### config.mk
export PLATFORM = sky130hd
export DESIGN_NAME = inst_mem_loader_flat
export DESIGN_NICKNAME = d
export VERILOG_FILES = /design/src/rtl/inst_mem_loader_pkg.sv /design/src/rtl/inst_mem_loader_if.sv /design/src/rtl/inst_mem_loader_byte_packer.sv /design/src/rtl/inst_mem_loader.sv /design/src/flat_wrapper.sv
export SDC_FILE = /design/constraint.sdc
export NUM_CORES = 1
export LEC_CHECK = 0
export ABC_AREA = 1
export BUFFER_PORTS_ARGS = -buffer_cell sky130_fd_sc_hd__buf_2
export CORE_ASPECT_RATIO = 1.75
export CORE_MARGIN = 4
export CORE_UTILIZATION = 54
export CTS_CLUSTER_SIZE = 10
export DETAILED_ROUTE_END_ITERATION = 16
export GPL_TIMING_DRIVEN = 0
export HOLD_SLACK_MARGIN = 0.15
export PLACE_DENSITY = 0.81
export SLEW_MARGIN = 30
export SYNTH_ARGS = -nofsm -noshare
export SYNTH_HDL_FRONTEND = slang
export SYNTH_SLANG_ARGS = --single-unit
### constraint.sdc
create_clock -name clk -period 2.09 [get_ports clk]
set_input_delay 0.418 -clock clk [delete_from_list [all_inputs] [get_ports clk]]
set_output_delay 0.418 -clock clk [all_outputs]
set_load 0.02 [all_outputs]
### src/rtl/inst_mem_loader_pkg.sv
// Shared definitions for the instruction-memory loader and the instruction memory.
package inst_mem_loader_pkg;

    // Instruction memory depth in 32-bit words; the loader and memory must agree.
    localparam int unsigned INST_MEM_SIZE = 64;

    // Word counter width; 2**CNT_W must exceed INST_MEM_SIZE so a full load is countable.
    localparam int unsigned CNT_W = 7;

    localparam int unsigned BYTE_W     = 8;
    localparam int unsigned DATA_W     = 32;
    localparam int unsigned ADDR_W     = 32;
    localparam int unsigned BCNT_W     = 2;

    // Word index to byte address: four bytes per instruction word.
    localparam int unsigned ADDR_SHIFT = 2;

    // Loader control states.
    typedef enum logic [1:0] {
        ST_IDLE  = 2'd0,
        ST_LOAD  = 2'd1,
        ST_WRITE = 2'd2,
        ST_DONE  = 2'd3
    } state_e;

    // One instruction-memory write transaction.
    typedef struct packed {
        logic [ADDR_W-1:0] addr;
        logic [DATA_W-1:0] data;
    } mem_wr_t;

endpackage

### src/rtl/inst_mem_loader_if.sv
// Host byte stream, load control and instruction-memory write port of the loader.
interface inst_mem_loader_if #(
    parameter int unsigned CNT_W = inst_mem_loader_pkg::CNT_W
);
    import inst_mem_loader_pkg::*;

    // Load control from the host.
    logic                 start;
    logic [CNT_W-1:0]     num_words;

    // Byte stream, valid/ready handshake.
    logic                 byte_valid;
    logic [BYTE_W-1:0]    byte_data;
    logic                 byte_ready;

    // Instruction-memory write port.
    logic                 mem_we;
    logic [ADDR_W-1:0]    mem_addr;
    logic [DATA_W-1:0]    mem_wdata;

    // Status back to the host and the CPU pipeline.
    logic                 busy;
    logic                 cpu_stall;
    logic                 done;
    logic                 err;

    // Host / byte source side.
    modport master (
        output start,
        output num_words,
        output byte_valid,
        output byte_data,
        input  byte_ready,
        input  mem_we,
        input  mem_addr,
        input  mem_wdata,
        input  busy,
        input  cpu_stall,
        input  done,
        input  err
    );

    // Loader side.
    modport slave (
        input  start,
        input  num_words,
        input  byte_valid,
        input  byte_data,
        output byte_ready,
        output mem_we,
        output mem_addr,
        output mem_wdata,
        output busy,
        output cpu_stall,
        output done,
        output err
    );

endinterface

### src/rtl/inst_mem_loader_byte_packer.sv
// Shifts accepted bytes MSB-first into a 32-bit word and flags the byte that completes it.
module inst_mem_loader_byte_packer
    import inst_mem_loader_pkg::*;
(
    input  logic              clk,
    input  logic              rst_n,
    input  logic              clear_i,
    input  logic              accept_i,
    input  logic [BYTE_W-1:0] byte_i,
    output logic              word_full_c_o,
    output logic [DATA_W-1:0] word_nxt_c_o
);

    logic [BCNT_W-1:0] cnt_q;
    logic [BCNT_W-1:0] cnt_d;
    logic [DATA_W-1:0] word_q;
    logic [DATA_W-1:0] word_d;

    // Next shift-register and byte-count values; clear wins over a byte.
    always_comb begin
        cnt_d  = cnt_q;
        word_d = word_q;
        if (clear_i) begin
            cnt_d  = '0;
            word_d = '0;
        end else if (accept_i) begin
            cnt_d  = cnt_q + BCNT_W'(1);
            word_d = {word_q[DATA_W-BYTE_W-1:0], byte_i};
        end
    end

    // Packer state; the counter wraps to zero after each completed word.
    always_ff @(posedge clk or negedge rst_n) begin
        if (!rst_n) begin
            cnt_q  <= '0;
            word_q <= '0;
        end else begin
            cnt_q  <= cnt_d;
            word_q <= word_d;
        end
    end

    // The word is complete on the edge that accepts its fourth byte.
    assign word_full_c_o = accept_i && !clear_i && (cnt_q == BCNT_W'(3));
    assign word_nxt_c_o  = word_d;

endmodule

### src/rtl/inst_mem_loader.sv
// Loads a program from a byte stream into instruction memory, stalling the CPU meanwhile.
module inst_mem_loader #(
    parameter int unsigned INST_MEM_SIZE = inst_mem_loader_pkg::INST_MEM_SIZE,
    parameter int unsigned CNT_W         = inst_mem_loader_pkg::CNT_W
) (
    input  logic             clk,
    input  logic             rst_n,
    inst_mem_loader_if.slave bus
);
    import inst_mem_loader_pkg::*;

    state_e            state_q;
    state_e            state_d;

    logic [CNT_W-1:0]  count_q;
    logic [CNT_W-1:0]  count_d;
    logic [CNT_W-1:0]  word_idx_q;
    logic [CNT_W-1:0]  word_idx_d;
    logic [CNT_W-1:0]  word_idx_inc;

    logic              err_q;
    logic              err_d;
    logic              byte_ready_q;
    logic              byte_ready_d;
    logic              busy_q;
    logic              busy_d;
    logic              done_q;
    logic              done_d;
    logic              mem_we_q;
    logic              mem_we_d;
    mem_wr_t           mem_wr_q;
    mem_wr_t           mem_wr_d;

    logic              accept_c;
    logic              packer_clear_c;
    logic              word_full_c;
    logic [DATA_W-1:0] word_nxt_c;

    // A byte moves only while the registered ready is up, which happens only in LOAD.
    assign accept_c     = bus.byte_valid && byte_ready_q;
    assign word_idx_inc = word_idx_q + CNT_W'(1);

    inst_mem_loader_byte_packer u_packer (
        .clk           (clk),
        .rst_n         (rst_n),
        .clear_i       (packer_clear_c),
        .accept_i      (accept_c),
        .byte_i        (bus.byte_data),
        .word_full_c_o (word_full_c),
        .word_nxt_c_o  (word_nxt_c)
    );

    // Next-state, counters, error and registered-output next values.
    always_comb begin
        state_d        = state_q;
        count_d        = count_q;
        word_idx_d     = word_idx_q;
        err_d          = err_q;
        mem_we_d       = 1'b0;
        mem_wr_d       = mem_wr_q;
        packer_clear_c = 1'b0;
        byte_ready_d   = 1'b0;
        busy_d         = 1'b0;
        done_d         = 1'b0;

        case (state_q)
            ST_IDLE: begin
                if (bus.start) begin
                    if (bus.num_words == '0) begin
                        state_d = ST_DONE;
                    end else if (bus.num_words > CNT_W'(INST_MEM_SIZE)) begin
                        err_d   = 1'b1;
                        state_d = ST_DONE;
                    end else begin
                        count_d        = bus.num_words;
                        word_idx_d     = '0;
                        err_d          = 1'b0;
                        packer_clear_c = 1'b1;
                        state_d        = ST_LOAD;
                    end
                end
            end
            ST_LOAD: begin
                // Capture the completed word so the strobe lands in WRITE.
                if (word_full_c) begin
                    mem_we_d      = 1'b1;
                    mem_wr_d.addr = ADDR_W'(word_idx_q) << ADDR_SHIFT;
                    mem_wr_d.data = word_nxt_c;
                    state_d       = ST_WRITE;
                end
            end
            ST_WRITE: begin
                word_idx_d = word_idx_inc;
                if (word_idx_inc == count_q) begin
                    state_d = ST_DONE;
                end else begin
                    state_d = ST_LOAD;
                end
            end
            ST_DONE: begin
                state_d = ST_IDLE;
            end
            default: begin
                state_d = ST_IDLE;
            end
        endcase

        // Status outputs are registered copies of the state being entered.
        byte_ready_d = (state_d == ST_LOAD);
        busy_d       = (state_d == ST_LOAD) || (state_d == ST_WRITE);
        done_d       = (state_d == ST_DONE);
    end

    // State register.
    always_ff @(posedge clk or negedge rst_n) begin
        if (!rst_n) begin
            state_q <= ST_IDLE;
        end else begin
            state_q <= state_d;
        end
    end

    // Word bookkeeping, sticky error and registered outputs.
    always_ff @(posedge clk or negedge rst_n) begin
        if (!rst_n) begin
            count_q      <= '0;
            word_idx_q   <= '0;
            err_q        <= 1'b0;
            byte_ready_q <= 1'b0;
            busy_q       <= 1'b0;
            done_q       <= 1'b0;
            mem_we_q     <= 1'b0;
            mem_wr_q     <= '0;
        end else begin
            count_q      <= count_d;
            word_idx_q   <= word_idx_d;
            err_q        <= err_d;
            byte_ready_q <= byte_ready_d;
            busy_q       <= busy_d;
            done_q       <= done_d;
            mem_we_q     <= mem_we_d;
            mem_wr_q     <= mem_wr_d;
        end
    end

    assign bus.byte_ready = byte_ready_q;
    assign bus.mem_we     = mem_we_q;
    assign bus.mem_addr   = mem_wr_q.addr;
    assign bus.mem_wdata  = mem_wr_q.data;
    assign bus.busy       = busy_q;
    assign bus.cpu_stall  = busy_q;
    assign bus.done       = done_q;
    assign bus.err        = err_q;

endmodule
### src/flat_wrapper.sv
// flat-port wrapper written by rule: the top's interface ports become plain ports
module inst_mem_loader_flat import inst_mem_loader_pkg::*;
#(
    parameter int unsigned INST_MEM_SIZE = inst_mem_loader_pkg::INST_MEM_SIZE,
    parameter int unsigned CNT_W         = inst_mem_loader_pkg::CNT_W
)
  (clk, rst_n, bus_start, bus_num_words, bus_byte_valid, bus_byte_data, bus_byte_ready, bus_mem_we, bus_mem_addr, bus_mem_wdata, bus_busy, bus_cpu_stall, bus_done, bus_err);
  inst_mem_loader_if #(.CNT_W(CNT_W)) bus_i ();
  input  logic clk;
  input  logic rst_n;
  input wire logic [$bits(bus_i.start)-1:0] bus_start;
  input wire logic [$bits(bus_i.num_words)-1:0] bus_num_words;
  input wire logic [$bits(bus_i.byte_valid)-1:0] bus_byte_valid;
  input wire logic [$bits(bus_i.byte_data)-1:0] bus_byte_data;
  output wire logic [$bits(bus_i.byte_ready)-1:0] bus_byte_ready;
  output wire logic [$bits(bus_i.mem_we)-1:0] bus_mem_we;
  output wire logic [$bits(bus_i.mem_addr)-1:0] bus_mem_addr;
  output wire logic [$bits(bus_i.mem_wdata)-1:0] bus_mem_wdata;
  output wire logic [$bits(bus_i.busy)-1:0] bus_busy;
  output wire logic [$bits(bus_i.cpu_stall)-1:0] bus_cpu_stall;
  output wire logic [$bits(bus_i.done)-1:0] bus_done;
  output wire logic [$bits(bus_i.err)-1:0] bus_err;
  assign bus_i.start = bus_start;
  assign bus_i.num_words = bus_num_words;
  assign bus_i.byte_valid = bus_byte_valid;
  assign bus_i.byte_data = bus_byte_data;
  assign bus_byte_ready = bus_i.byte_ready;
  assign bus_mem_we = bus_i.mem_we;
  assign bus_mem_addr = bus_i.mem_addr;
  assign bus_mem_wdata = bus_i.mem_wdata;
  assign bus_busy = bus_i.busy;
  assign bus_cpu_stall = bus_i.cpu_stall;
  assign bus_done = bus_i.done;
  assign bus_err = bus_i.err;
  inst_mem_loader #(.INST_MEM_SIZE(INST_MEM_SIZE), .CNT_W(CNT_W)) u_core (.clk(clk), .rst_n(rst_n), .bus(bus_i));
endmodule
### Yosys cells after proc, flatten, opt, wreduce, memory -nomap -nowiden

Index checks and enable logic that the tools add are counted.

| cells by class | value |
|---|---|
| bitwise logic cells | 2 |
| div/mod/pow operators | 0 |
| reductions and logical operators | 13 |
| $lt $le $gt $ge | 1 |
| add/sub/neg operators | 2 |
| multiply operators | 0 |
| shifts and indexed selects | 0 |
| multiplexer cells | 21 |
| eq/ne operators | 11 |

Operator list:

| operator | count |
|---|---|
| two-way mux 32 bit | 2 |
| two-way mux 7 bit | 3 |
| two-way mux 2 bit | 7 |
| case mux 7 bit (2 select lines) | 1 |
| == test 2 bit (second input constant) | 5 |
| case mux 2 bit (4 select lines) | 1 |
| AND reduction 4 bit | 2 |
| adder 7 x 1 -> 7 bit (second input constant) | 1 |
| == test 7 bit | 1 |
| greater-than comparator 7 bit (second input constant) | 1 |
| logical NOT 7 bit | 1 |
| two-way mux 1 bit | 7 |
| inequality test 2 bit (second input constant) | 3 |
| == test 2 x 1 -> 1 bit (second input constant) | 2 |
| nonzero test 2 bit | 2 |
| logical AND 1 bit | 3 |
| AND reduction 3 bit | 1 |
| adder 2 x 1 -> 2 bit (second input constant) | 1 |
| logical NOT 2 bit | 1 |
| inverter 1 bit | 2 |
| AND reduction 2 bit | 1 |
| logical NOT 1 bit | 1 |
| logical OR 1 bit | 1 |

| storage, ports and cells | value |
|---|---|
| memories | 0 |
| latch bits | 0 |
| bits in read-only memories | 0 |
| output and inout bits | 70 |
| logic and storage cells | 62 |
| input bits | 19 |
| RAM bits | 0 |
| register bits after elaboration | 94 |

### Depth between registers and ports, before layout

| depth | value |
|---|---|
| depth after elaboration | 12 |
| depth in mapped cells | 14 |
| mapped depth without buffers | 14 |

### Cells and area by module

A second synthesis with hierarchy kept.

| second synthesis, totals | value |
|---|---|
| cells, all modules | 478 |
| area, all modules | 4367.9 um^2 |

By module, submodules not included:

| module | seq. area each (um^2) | cells each | area an instance (um^2) | times used |
|---|---|---|---|---|
| inst_mem_loader | 1501.4 | 327 | 2791.4 | 1 |
| inst_mem_loader_byte_packer | 850.8 | 151 | 1576.5 | 1 |

### Worst setup path after synthesis

No wires, ideal clock.

| path | value |
|---|---|
| path kind | input to register |
| from | input port bus_num_words[0] |
| to | register u_core.busy_q (netlist: u_core.bus.busy) |
| setup time | 113 ps |
| stages on the path | 12 |
| required time | 1977 ps |
| arrival | 1630 ps |
| buffers on the path | 1 |
| path slack | 347 ps |
| path through | nor2_1 and2_1 nand2_2 nand3_4 nand4_2 buf_6 nand2_1 inv_1 nand2_1 inv_1 ha_1 inv_1 |

| on the way | value |
|---|---|
| longest elaborated chain between the ends | 12 |
| elaborated cells on any way between the ends | 17 |
| those cells by class | 1 x order compare; 2 x eq/ne; 9 x mux; 5 x reduce/logical |

Ends and longest elaborated chain:

| item | RTL line | RTL |
|---|---|---|
| start, declared | flat_wrapper.sv:12 | `input wire logic [$bits(bus_i.num_words)-1:0] bus_num_words;` |
| greater-than comparator 7 bit | inst_mem_loader.sv:71 | `end else if (bus.num_words > CNT_W'(INST_MEM_SIZE)) begin` |
| two-way mux 1 bit | inst_mem_loader.sv:71 |  |
| two-way mux 1 bit | inst_mem_loader.sv:69 | `if (bus.num_words == '0) begin` |
| two-way mux 1 bit | inst_mem_loader.sv:68 | `if (bus.start) begin` |
| two-way mux 1 bit | inst_mem_loader.sv:66 | `case (state_q)` |
| logical NOT 1 bit | inst_mem_loader_byte_packer.sv:44 | `assign word_full_c_o = accept_i && !clear_i && (cnt_q == BCNT_W'(3));` |
| logical AND 1 bit (2 in series) | inst_mem_loader_byte_packer.sv:44 |  |
| two-way mux 2 bit | inst_mem_loader.sv:85 | `if (word_full_c) begin` |
| case mux 2 bit (4 select lines) (*) | inst_mem_loader.sv:66 |  |
| named net u_core.state_d[1] | inst_mem_loader.sv:13 | `state_e state_d;` |
| == test 2 x 1 -> 1 bit / == test 2 bit (equally long branches) | inst_mem_loader.sv:110 | `busy_d = (state_d == ST_LOAD) \|\| (state_d == ST_WRITE);` |
| logical OR 1 bit (*) | inst_mem_loader.sv:110 |  |
| named net u_core.busy_d | inst_mem_loader.sv:26 | `logic busy_d;` |
| end signal, assigned | inst_mem_loader.sv:139 | `busy_q <= busy_d;` |
| end, declared | inst_mem_loader.sv:25 | `logic busy_q;` |

Mark *: on every way through the listed nets, which the timed path passes. The rest lies on a longest branch.
A chain may end at the register's enable or synchronous reset.

### Final worst setup path

| path | value |
|---|---|
| from | register u_core.word_idx_q[0] |
| to | register u_core.busy_q (netlist: u_core.bus.busy) |

| on the way | value |
|---|---|
| longest elaborated chain between the ends | 6 |
| elaborated cells on any way between the ends | 7 |
| those cells by class | 1 x add/sub; 3 x eq/ne; 2 x mux; 1 x reduce/logical |

Ends and longest elaborated chain:

| item | RTL line | RTL |
|---|---|---|
| start, declared | inst_mem_loader.sv:17 | `logic [CNT_W-1:0] word_idx_q;` |
| start signal, assigned | inst_mem_loader.sv:136 | `word_idx_q <= word_idx_d;` |
| adder 7 x 1 -> 7 bit (*) | inst_mem_loader.sv:41 | `assign word_idx_inc = word_idx_q + CNT_W'(1);` |
| == test 7 bit (*) | inst_mem_loader.sv:94 | `if (word_idx_inc == count_q) begin` |
| two-way mux 2 bit (*) | inst_mem_loader.sv:94 |  |
| case mux 2 bit (4 select lines) (*) | inst_mem_loader.sv:66 |  |
| named net u_core.state_d[1] | inst_mem_loader.sv:13 |  |
| == test 2 x 1 -> 1 bit / == test 2 bit (equally long branches) | inst_mem_loader.sv:110 |  |
| logical OR 1 bit (*) | inst_mem_loader.sv:110 |  |
| named net u_core.busy_d | inst_mem_loader.sv:26 |  |

Marks and branches as above.

==> reports/metrics.csv <==
metric,value,unit
cts.sinks,94,
cts_root_buf,clkbuf_16,
numCtsBuffers,9,
vias,3120,
syn_avg_cell_area,9.349,um2
core-area,0.007567,mm2
mostFrequentLayoutCells,"nand2_1 (151), dfrtp_1 (94), buf_2 (65)",
clkLatencyLatePin,350,ps
netlist_instances,449,
endpoint_kind,flip-flop,
yosysWarnings,0,
cts_tree,yes,
drc,0,
path_class,reg -> reg,
yosysSeqAreaShare,56.04,%
pre_cts_ws,57.80,ps
critPathLaunchType,flip-flop,
required,2330,ps
cp_data_arrival_time,2130,ps
cap_violations,0,
core.rowCount,42,
dieArea,0.009304,mm2
routedWlPerCell,13.42,um
htreeDepth,3,
cp_cell_sequence,ha_1 -> nand2_2 -> nor2_2 -> inv_1 -> nand2_1 -> xor2_1 -> nand4_1 -> nand2_1 -> inv_1 -> ha_1 -> inv_1,
layout_min_cycle_time,1894,ps
critical_path.top_delay_family,simple AND/OR/NAND/NOR gates,
rsz0062_at_grt,false,
ys_top_cells_by_area,"dfrtp_1 (56%), nand2_1 (14%), buf_4 (5.5%), o22ai_2 (4.8%), inv_1 (4.6%)",
dr.pass1.iters,4,
grt_pass1_vias,3093,
gp_congestion,0.8093,
yosys.area.top_type,dfrtp_1,
ys_ff_latch,94,
hold_viol_final,0,
die_height,124.6,um
fin_crit_sh,90.62,%
worst_path_max_delay_cell,dfrtp_1,
start_util,55.47,%
via_per_inst,4.852,
area_growth,21.46,%
drv_slew,0,
fmax,0.5280,GHz
power.leakage,0.002788,uW
worst-path-max-fanout,4,
grt.total_usage,19.94,%
hp-class,in -> reg,
grt_max_degree,50,
clockBufferDepth,2,
grt_pass1_wl,14340,um
antenna_found_initial,0,
wl,8632,um
nets,573,
ios,89,
drtIter0Drc,186,
grt.met3_usage,4.120,%
grt.busiest_layer,met2,
final_core_utilization,67.38,%
slowest_delay,380,ps
antenna_left,0,
critical_path.most_common_cell,inv_1,
numPortBuffers,63,
met2_usage,32.76,%
num_antenna_cells,0,
drive_above_1_share,27.39,%
syn-cell-area,0.004198,mm2
vdd_ir_drop_max,0.7557,mV
clk_pin_slew,60,ps
powerDensity,1428,mW/mm2
fin_worst_skew,9.914,ps
relSlewSlack,57.46,%
die_x,74.65,um
ys_types,28,
path_buf_inv,3,
status,finished clean,
layoutNonFillerInstCount,643,
finalSetupViolCount,0,
finalWorstSetupSlack,196.1,ps
ff2ff_setup_slack,200,ps
worstMarginPinSlew,638.1,ps
met1_usage,25.64,%
post-synth-top-area-fraction,56.04,%
dp_cells,625,
dpl.hpwl,6388,um
final_common_cell,nand2_1,
gr-total-overflow,0,
==> cells by family after synthesis <==
kind of cell,synth area share [%]
flops,56.04
xor+xnor,0.4174
buf+inv,12.52
simple gates,19.82
compound gates,10.22
other cells,0.08933
fa+ha+maj,0.8943
==> through the flow <==
stage / TNS, ps / hold slack [ps] / cell area [um2] / power, uW
3_3_place_gp: -18080 / 458.0 / 4713 / 5409
5_1_grt: 0 / 315.9 / 5099 / 7759
3_5_place_dp: 0 / 389.0 / 4747 / 5536
4_1_cts: 0 / 300.4 / 5076 / 7305
2_1_floorplan: 0 / 122.4 / 4288 / 4762
6_report: 0 / 311.7 / 5099 / 7280
==> repair_timing <==
item / 4_1_cts / 5_1_grt
buffers inserted: 0 / 2
resized for setup: 0 / 3
setup endpoints to repair: 0 / 7
endpoints found under the hold margin: 48 / 0
hold buffers: 1 / 0
==> worst reg2reg max path: stages, from the launching register on <==
cell,delay (ps)
dfrtp_1,380
ha_1,200
nand2_2,90
nor2_2,180
inv_1,60
nand2_1,100
xor2_1,170
nand4_1,160
nand2_1,110
inv_1,50
ha_1,260
inv_1,30
==> cells in the mapped netlist (all sizes together) <==
| cell | count |
|---|---|
| nand2 | 155 |
| dfrtp | 94 |
| inv | 53 |
| buf | 41 |
| o21ai | 34 |
| nand3 | 24 |
| o22ai | 20 |
| nor2 | 12 |
| a21oi | 3 |
| ha | 3 |
| and2 | 2 |
| nand4 | 2 |
| a21boi | 1 |
| conb | 1 |
| nor3 | 1 |
| nor3b | 1 |
| xnor2 | 1 |
| xor2 | 1 |
==> final timing paths <==
| check | startpoint | endpoint | cells past startpoint |
|---|---|---|---|
| max | u_core.word_idx_q[0] | u_core.bus.busy | 11 |
| min | bus_num_words[0] | u_core.count_q[0] | 3 |
| max reg2reg | u_core.word_idx_q[0] | u_core.bus.busy | 11 |
| min reg2reg | u_core.bus.mem_wdata[4] | u_core.bus.mem_wdata[4] | 2 |
| max in group asynchronous | rst_n | u_core.bus.mem_addr[7] | 3 |
| min in group asynchronous | rst_n | u_core.u_packer.word_q[29] | 2 |
==> per-layer routing <==
metal | vias up | share of wire (%)
met5 | - | 0
met1 | 1465 | 41
li1 | 1560 | -
met2 | 85 | 52
met3 | 10 | 5.4
met4 | 0 | 1.5
==> layout make-up <==
type | count | area [um2]
fillers | 628 | 2469
flip-flops and latches | 94 | 2352
multi-input cells | 285 | 1418
clock buffers | 9 | 225.2
inverters | 53 | 198.9
plain buffers | 41 | 326.6
clock inverters | 6 | 93.84
repair buffers | 67 | 374.1
well taps | 88 | 110.1
==> state kept, by name, indices dropped and copies added (netlist names) <==
name,cells
u_core.state_q,2
u_core.count_q,7
u_core.bus.byte_ready,1
u_core.bus.busy,1
u_core.word_idx_q,7
u_core.bus.mem_we,1
u_core.bus.err,1
u_core.u_packer.word_q,32
u_core.bus.done,1
u_core.bus.mem_wdata,32
u_core.bus.mem_addr,7
u_core.u_packer.cnt_q,2
==> power breakdown <==
part / switching, uW / leakage, uW / internal (uW)
Combinational: 1670 / 0.00140 / 956
Sequential: 352 / 0.00124 / 2560
Clock: 695 / 0.000153 / 1050
Total: 2720 / 0.00279 / 4560
Note: power is estimated with default switching activity, not from simulation.
